File: src/rtl/levenshtein_vector_loader_pkg.sv
// levenshtein_pkg: Wishbone constants, register map and vector-table addressing shared with the search controller
package levenshtein_pkg;
    localparam logic [2:0] CTI_CLASSIC = 3'b000;
    localparam logic [2:0] CTI_INCR    = 3'b010;
    localparam logic [2:0] CTI_EOB     = 3'b111;
    localparam logic [1:0] BTE_LINEAR  = 2'b00;
    localparam logic [4:0] REG_CTRL    = 5'h10;
    localparam logic [4:0] REG_STATUS  = 5'h11;
    localparam logic [4:0] REG_LENGTH  = 5'h12;
    // The table lives above bit (8 + byte bits): address = {1'b1, char, byte}
    localparam int VT_BASE_BIT = 8;
    function automatic logic [31:0] vt_addr(input logic [7:0] c, input logic [31:0] b, input int unsigned bb);
        return (32'd1 << (VT_BASE_BIT + bb)) | ({24'd0, c} << bb) | b;
    endfunction
endpackage

File: src/rtl/levenshtein_vector_loader_if.sv
// levenshtein_vector_loader_if: 8-bit Wishbone bus
//   cyc/stb/we/adr/dat_w/cti/bte driven by the master; ack/err/rty/dat_r driven by the slave
interface levenshtein_vector_loader_if #(parameter int AW = 24);
    logic          cyc;
    logic          stb;
    logic          we;
    logic [AW-1:0] adr;
    logic [7:0]    dat_w;
    logic [7:0]    dat_r;
    logic          ack;
    logic          err;
    logic          rty;
    logic [2:0]    cti;
    logic [1:0]    bte;
    modport master(output cyc, stb, we, adr, dat_w, cti, bte, input ack, err, rty, dat_r);
    modport slave(input cyc, stb, we, adr, dat_w, output dat_r, ack, err, rty);
endinterface

File: src/rtl/levenshtein_vector_loader_pm_vector.sv
// levenshtein_pm_vector: Myers match vector for one character
//   char_i: character code; word_i: word bytes (byte 0 first); len_i: length-1; vec_o: bit i set when word[i]==char and i<=len
module levenshtein_pm_vector #(
    parameter int W  = 16,
    parameter int LW = $clog2(W)
) (
    input  logic [7:0]        char_i,
    input  logic [W-1:0][7:0] word_i,
    input  logic [LW-1:0]     len_i,
    output logic [W-1:0]      vec_o
);
    for (genvar i = 0; i < W; i++) begin : g_bit
        assign vec_o[i] = word_i[i] == char_i && i <= int'(len_i);
    end
endmodule

File: src/rtl/levenshtein_vector_loader.sv
// levenshtein_vector_loader: writes the 256-entry Myers bitvector table to SRAM from a host-supplied word
//   clk_i/rst_ni: clock, async active-low reset
//   wbs: register slave (word bytes 0x00-0x0F, CTRL 0x10, STATUS 0x11, LENGTH 0x12)
//   wbm: table write master; busy_o: build in progress; done_o: one-cycle completion pulse
module levenshtein_vector_loader
    import levenshtein_pkg::*;
#(
    parameter int MASTER_ADDR_WIDTH = 24,
    parameter int SLAVE_ADDR_WIDTH  = 24,
    parameter int BITVECTOR_WIDTH   = 16
) (
    input  logic                        clk_i,
    input  logic                        rst_ni,
    levenshtein_vector_loader_if.slave  wbs,
    levenshtein_vector_loader_if.master wbm,
    output logic                        busy_o,
    output logic                        done_o
);
    localparam int NB = BITVECTOR_WIDTH / 8;
    localparam int BB = NB > 1 ? $clog2(NB) : 0;
    localparam int BW = NB > 1 ? BB : 1;
    localparam int LW = $clog2(BITVECTOR_WIDTH);
    localparam logic [1:0] S_IDLE = 2'd0;
    localparam logic [1:0] S_BEAT = 2'd1;
    localparam logic [1:0] S_GAP  = 2'd2;
    localparam logic [1:0] S_FIN  = 2'd3;

    logic [1:0]                      state_q, state_d;
    logic [7:0]                      c_q, c_d;
    logic [BW-1:0]                   b_q, b_d;
    logic [BITVECTOR_WIDTH-1:0][7:0] word_q, word_d;
    logic [LW-1:0]                   len_q, len_d;
    logic                            done_q, done_d, err_q, err_d, ack_q;
    logic                            req, wr, start, beat, last, word_sel;
    logic [4:0]                      ra;
    logic [BITVECTOR_WIDTH-1:0]      vec;
    logic                            unused;

    assign ra       = wbs.adr[4:0];
    assign req      = wbs.cyc && wbs.stb && !ack_q;
    // Configuration is frozen during a build; such writes are still acked
    assign wr       = req && wbs.we && !busy_o;
    assign start    = wr && ra == REG_CTRL && wbs.dat_w[0];
    assign word_sel = !ra[4] && int'(ra) < BITVECTOR_WIDTH;
    assign beat     = state_q == S_BEAT;
    assign last     = b_q == BW'(NB - 1);
    assign busy_o   = state_q != S_IDLE;
    assign done_o   = state_q == S_FIN;
    assign unused   = ^{wbs.adr[SLAVE_ADDR_WIDTH-1:5], wbm.dat_r};

    levenshtein_pm_vector #(.W(BITVECTOR_WIDTH)) u_pm (
        .char_i(c_q),
        .word_i(word_q),
        .len_i (len_q),
        .vec_o (vec)
    );

    always_comb begin
        word_d = word_q;
        len_d  = len_q;
        if (wr && word_sel) word_d[ra[3:0]] = wbs.dat_w;
        if (wr && ra == REG_LENGTH) len_d = wbs.dat_w[LW-1:0];
    end

    always_comb begin
        state_d = state_q;
        c_d     = c_q;
        b_d     = b_q;
        done_d  = done_q;
        err_d   = err_q;
        case (state_q)
            S_IDLE: if (start) begin
                state_d = S_BEAT;
                c_d     = '0;
                b_d     = '0;
                done_d  = 1'b0;
                err_d   = 1'b0;
            end
            S_BEAT: if (wbm.err || wbm.rty) begin
                state_d = S_IDLE;
                err_d   = 1'b1;
            end else if (wbm.ack) begin
                b_d = b_q + 1'b1;
                if (last) state_d = c_q == 8'hFF ? S_FIN : S_GAP;
            end
            S_GAP: begin
                state_d = S_BEAT;
                c_d     = c_q + 1'b1;
                b_d     = '0;
            end
            default: begin
                state_d = S_IDLE;
                done_d  = 1'b1;
            end
        endcase
    end

    always_ff @(posedge clk_i or negedge rst_ni) begin
        if (!rst_ni) begin
            state_q <= S_IDLE;
            c_q     <= '0;
            b_q     <= '0;
            word_q  <= '0;
            len_q   <= '0;
            done_q  <= 1'b0;
            err_q   <= 1'b0;
            ack_q   <= 1'b0;
        end else begin
            state_q <= state_d;
            c_q     <= c_d;
            b_q     <= b_d;
            word_q  <= word_d;
            len_q   <= len_d;
            done_q  <= done_d;
            err_q   <= err_d;
            ack_q   <= req;
        end
    end

    assign wbs.ack   = ack_q;
    assign wbs.err   = 1'b0;
    assign wbs.rty   = 1'b0;
    assign wbs.dat_r = word_sel ? word_q[ra[3:0]] :
                       ra == REG_STATUS ? {5'd0, err_q, done_q, busy_o} :
                       ra == REG_LENGTH ? 8'(len_q) : 8'h00;

    assign wbm.cyc   = beat;
    assign wbm.stb   = beat;
    assign wbm.we    = 1'b1;
    assign wbm.adr   = beat ? MASTER_ADDR_WIDTH'(vt_addr(c_q, 32'(b_q), BB)) : '0;
    // Byte 0 carries the top vector bits, so the vector is stored big-endian
    assign wbm.dat_w = beat ? 8'(vec >> (8 * (NB - 1 - int'(b_q)))) : 8'h00;
    assign wbm.cti   = !beat || NB == 1 ? CTI_CLASSIC : last ? CTI_EOB : CTI_INCR;
    assign wbm.bte   = BTE_LINEAR;
endmodule

File: src/flat_wrapper.sv
// flat-port wrapper written by rule: the top's interface ports become plain ports
module levenshtein_vector_loader_flat import levenshtein_pkg::*;
#(
    parameter int MASTER_ADDR_WIDTH = 24,
    parameter int SLAVE_ADDR_WIDTH  = 24,
    parameter int BITVECTOR_WIDTH   = 16
)
  (clk_i, rst_ni, busy_o, done_o, wbs_cyc, wbs_stb, wbs_we, wbs_adr, wbs_dat_w, wbs_dat_r, wbs_ack, wbs_err, wbs_rty, wbm_cyc, wbm_stb, wbm_we, wbm_adr, wbm_dat_w, wbm_cti, wbm_bte, wbm_ack, wbm_err, wbm_rty, wbm_dat_r);
  levenshtein_vector_loader_if #(.AW(24)) wbs_i ();
  levenshtein_vector_loader_if #(.AW(24)) wbm_i ();
  input  logic clk_i;
  input  logic rst_ni;
  output logic busy_o;
  output logic done_o;
  input wire logic [$bits(wbs_i.cyc)-1:0] wbs_cyc;
  input wire logic [$bits(wbs_i.stb)-1:0] wbs_stb;
  input wire logic [$bits(wbs_i.we)-1:0] wbs_we;
  input wire logic [$bits(wbs_i.adr)-1:0] wbs_adr;
  input wire logic [$bits(wbs_i.dat_w)-1:0] wbs_dat_w;
  output wire logic [$bits(wbs_i.dat_r)-1:0] wbs_dat_r;
  output wire logic [$bits(wbs_i.ack)-1:0] wbs_ack;
  output wire logic [$bits(wbs_i.err)-1:0] wbs_err;
  output wire logic [$bits(wbs_i.rty)-1:0] wbs_rty;
  output wire logic [$bits(wbm_i.cyc)-1:0] wbm_cyc;
  output wire logic [$bits(wbm_i.stb)-1:0] wbm_stb;
  output wire logic [$bits(wbm_i.we)-1:0] wbm_we;
  output wire logic [$bits(wbm_i.adr)-1:0] wbm_adr;
  output wire logic [$bits(wbm_i.dat_w)-1:0] wbm_dat_w;
  output wire logic [$bits(wbm_i.cti)-1:0] wbm_cti;
  output wire logic [$bits(wbm_i.bte)-1:0] wbm_bte;
  input wire logic [$bits(wbm_i.ack)-1:0] wbm_ack;
  input wire logic [$bits(wbm_i.err)-1:0] wbm_err;
  input wire logic [$bits(wbm_i.rty)-1:0] wbm_rty;
  input wire logic [$bits(wbm_i.dat_r)-1:0] wbm_dat_r;
  assign wbs_i.cyc = wbs_cyc;
  assign wbs_i.stb = wbs_stb;
  assign wbs_i.we = wbs_we;
  assign wbs_i.adr = wbs_adr;
  assign wbs_i.dat_w = wbs_dat_w;
  assign wbs_dat_r = wbs_i.dat_r;
  assign wbs_ack = wbs_i.ack;
  assign wbs_err = wbs_i.err;
  assign wbs_rty = wbs_i.rty;
  assign wbm_cyc = wbm_i.cyc;
  assign wbm_stb = wbm_i.stb;
  assign wbm_we = wbm_i.we;
  assign wbm_adr = wbm_i.adr;
  assign wbm_dat_w = wbm_i.dat_w;
  assign wbm_cti = wbm_i.cti;
  assign wbm_bte = wbm_i.bte;
  assign wbm_i.ack = wbm_ack;
  assign wbm_i.err = wbm_err;
  assign wbm_i.rty = wbm_rty;
  assign wbm_i.dat_r = wbm_dat_r;
  levenshtein_vector_loader #(.MASTER_ADDR_WIDTH(MASTER_ADDR_WIDTH), .SLAVE_ADDR_WIDTH(SLAVE_ADDR_WIDTH), .BITVECTOR_WIDTH(BITVECTOR_WIDTH)) u_core (.clk_i(clk_i), .rst_ni(rst_ni), .wbs(wbs_i), .wbm(wbm_i), .busy_o(busy_o), .done_o(done_o));
endmodule
File: config.mk
export PLATFORM = sky130hd
export DESIGN_NAME = levenshtein_vector_loader_flat
export DESIGN_NICKNAME = d
export VERILOG_FILES = /design/src/rtl/levenshtein_vector_loader_pkg.sv /design/src/rtl/levenshtein_vector_loader_if.sv /design/src/rtl/levenshtein_vector_loader_pm_vector.sv /design/src/rtl/levenshtein_vector_loader.sv /design/src/flat_wrapper.sv
export SDC_FILE = /design/constraint.sdc
export NUM_CORES = 1
export LEC_CHECK = 0
export CELL_PAD_IN_SITES_DETAIL_PLACEMENT = 0
export CELL_PAD_IN_SITES_GLOBAL_PLACEMENT = 1
export CORE_MARGIN = 1.5
export CORE_UTILIZATION = 47
export DETAILED_ROUTE_END_ITERATION = 16
export PLACE_DENSITY_LB_ADDON = 0.12
export SLEW_MARGIN = 20
export SYNTH_ARGS = -nofsm -noshare
export SYNTH_HDL_FRONTEND = slang
export SYNTH_HIERARCHICAL = 1
export SYNTH_SLANG_ARGS = --single-unit
File: constraint.sdc
create_clock -name clk_i -period 2.7 [get_ports clk_i]
set_input_delay 0.54 -clock clk_i [delete_from_list [all_inputs] [get_ports clk_i]]
set_output_delay 0.54 -clock clk_i [all_outputs]
set_load 0.01 [all_outputs]
==> impl_metrics.csv <==
group,metric,value,unit
outcome,status,"finished, violations left",
outcome,violations,"negative setup slack",
drt,vias,6660,
drt,antenna_left,0,
layout,finalNetCount,927,
drt,dr.pass1.iters,5,
logic_synthesis,async_reset_ff_frac,1.00,
power,internal-power,5.74,mW
timing,finalHoldViolations,0,
power,power_switching_share,0.330,
timing,relSlewSlack,0.484,
logic_synthesis,ys_seq_area_frac,0.400,
global_routing,groute.usage.overall,0.287,
floorplan,initial_utilization,0.484,
power,power.density,732,nW/um^2
floorplan,num_io_pins,101,
power,p_clk_frac,0.302,
floorplan,row_count,50,
clock_network,htreeDepth,4,
logic_synthesis,synthFlopType,"dfrtp_1",
power,p_total,8.57,mW
global_routing,grt_max_degree,63,
timing,max_freq,347,MHz
timing,finalSetupViolCount,4,
floorplan,die_y,142,um
logic_synthesis,syn_inst,753,
min_path,worstHoldPathType,"in -> async",
timing,fin_crit,2880,ps
global_routing,grt_pass1_wl,42500,um
clock_network,clkTransAtPathRegs,60,ps
placed_design,place.gp.congestion,1.02,
logic_synthesis,synth_edf_count,0,
drt,drc_errors,0,
floorplan,core-area,18900,sq um
layout,layout-drive-gt1-share,0.430,
clock_network,cts_root_buffer,"clkbuf_16",
critical_path,crit_required,2160,ps
power,pwr-share-comb,0.390,
clock_network,clk_latency,430,ps
floorplan,die_w,142,um
power,peakVddDrop,0.496,mV
drt,via_per_inst,5.82,
global_routing,antenna_found_initial,1,
drt,drt_iter0_markers,578,
clock_network,clk_path_buf_depth,2,
critical_path,critical_path_class,"reg -> out",
power,seq_power_share,0.308,
clock_network,cts_hold_buf,0,
logic_synthesis,yosysTopAreaCellShare,0.400,
timing,skew,5.62,ps
placed_design,dp_hpwl,19900,um
flow_run,maxCapViolCount,0,
timing,tightest_slew,771,ps
floorplan,die_area,20300,sq um
layout,nFillCells,1523,
timing,slew_viol_final,0,
logic_synthesis,syn_area,9140,sq um
drt,wire_per_inst,24.2,um
logic_synthesis,synth_top_cell_by_area,"dfrtp_1",
timing,min_period_over_period,1.07,
layout,syn_to_final_growth,28.1,%
placed_design,place_area,10600,sq um
clock_network,numCtsBuffers,17,
clock_network,cts_tree,"built",
logic_synthesis,ys_types,52,
timing,grt_setup_unrepaired,"yes",
timing,fin_ws,-181,ps
critical_path,start_kind,"flop",
timing,hold_slack,95.0,ps
drt,met3_length,1350,um
layout,design_area,11700,sq um
critical_path,end_kind,"output pin",
drt,met1_length,11800,um
layout,fin_util,0.620,
drt,wirelength,27700,um
logic_synthesis,ys_top_cells_by_area,"dfrtp_1, mux2_2, xnor2_1, mux4_2, mux2i_1",
placed_design,portBuffers,54,
critical_path,arrival,2340,ps
drt,dr_wl_met2,13400,um
power,leakagePower,5.05,nW
clock_network,clock_sinks,146,
logic_synthesis,synth_area_per_cell,12.1,sq um
drt,top_layer,"met4",
global_routing,grt_pass1_vias,7087,
global_routing,grt_overflow,0,
logic_synthesis,yosys_warnings,6,
logic_synthesis,synth_seq_cells,146,
power,switchingPower,2.83,mW
critical_path,path_max_fanout,2,
## cells in the final DEF (no fill, tap or decap), types with 15 or more instances in the layout
master           instances
xnor2_1                103
buf_4                   73
nand4_1                 25
buf_12                  26
mux2_2                 131
conb_1                  19
nand2_1                 17
dfrtp_1                146
xnor2_2                 15
mux2i_1                 18
clkbuf_16               17
mux4_2                  29
nand3_1                 18
clkdlybuf4s50_1         31
## state kept, by name, summed over array words and instances (netlist names)
register,cells
u_core/c_q,8
u_core/word_q,128
u_core/b_q,1
u_core/state_q,2
u_core/err_q,1
u_core/wbs.ack,1
u_core/len_q,4
u_core/done_q,1
## worst max-delay path, cell delays in order (launching register included)
cell	delay, ps
dfrtp_1	390
xor2_1	180
or4_4	550
nor4_2	260
buf_4	160
mux2i_2	80
nor2_1	150
buf_2	150
## synth_stat cells, drive strengths merged, types with 2 or more instances
library cell and n:
xnor2 119, nor3 29, nand2b 5, a21oi 9, o22ai 6, dfrtp 146
mux2i 25, a2bb2oi 2, xor2 9, or2 3, nand3 20, nand2 18
nor4 10, conb 2, mux4 29, and2 12, o21ai 11, buf 60
nand4 25, a2111oi 5, o21bai 3, a22o 5, nor2b 3, a32oi 3
inv 6, clkbuf 17, mux2 134, and3 4, nor2 15, a2111o 2
ha 6
## cells by family after synthesis
kind of cell,after synthesis,synth area share
flops,146,0.400
mux,188,0.264
fa+ha+maj,6,0.00821
simple gates,149,0.110
xor+xnor,128,0.123
buf+inv,83,0.0549
compound gates,51,0.0396
other cells,2,0.000822
## power groups by stage
stage / Clock (mW) / Sequential [mW] / Combinational [mW]
3_3_place_gp: 0 / 2.65 / 2.98
3_5_place_dp: 0 / 2.67 / 3.00
5_1_grt: 2.71 / 2.67 / 3.56
2_1_floorplan: 0 / 2.60 / 1.90
4_1_cts: 2.63 / 2.63 / 3.20
6_report: 2.59 / 2.64 / 3.35
## final timing paths
| check | from | to | slack, ps | cells after the start |
|---|---|---|---|---|
| worst max-delay path | u_core/c_q[1]$_DFFE_PN0P_ | wbm_dat_w[6] | -180 | 7 |
| worst min-delay path | rst_ni | u_core/c_q[4]$_DFFE_PN0P_ | 90 | 1 |
| worst max register to register | u_core/state_q[1]$_DFFE_PN0P_ | u_core/word_q[71]$_DFFE_PN0P_ | 560 | 8 |
| worst min register to register | u_core/done_q$_DFFE_PN0P_ | u_core/done_q$_DFFE_PN0P_ | 530 | 2 |
| max in group asynchronous | rst_ni | u_core/word_q[110]$_DFFE_PN0P_ | 1890 | 2 |
| min in group clk_i | u_core/done_q$_DFFE_PN0P_ | u_core/done_q$_DFFE_PN0P_ | 530 | 2 |
## routing by layer
layer | global-route usage | vias up
met1 | 0.372 | 3458
met4 | 0.131 | 0
met5 | 0 | -
li1 | - | 2914
met3 | 0.0448 | 54
met2 | 0.473 | 234
## timing repair
item                       in CTS  in global routing
pin swaps                      24                 10
setup buffers                  11                  2
setup endpoints to repair      16                 17
resized for setup             109                 29
## area by class of cell
| cell class | count | area, sq um | share of cell area |
|---|---|---|---|
| Antenna cell | 1 | 2.50 | 0.000214 |
| Sequential cell | 146 | 3650 | 0.312 |
| Multi-Input combinational cell | 541 | 5410 | 0.462 |
| Clock buffer | 20 | 447 | 0.0382 |
| Tap cell | 260 | 325 | 0.0278 |
| Inverter | 6 | 26.3 | 0.00224 |
| Clock inverter | 10 | 183 | 0.0156 |
| Timing Repair Buffer | 161 | 1660 | 0.142 |
## metrics by stage
step	setup TNS, ps	setup slack [ps]	instances
after global routing	-1160	-235	1145
after global placement	-4010	-495	1101
final	-405	-181	1145
after detailed placement	-4260	-500	1101
after CTS	-572	-187	1142
after floorplan	0	269	770
Note: power is estimated with default switching activity, not from simulation.
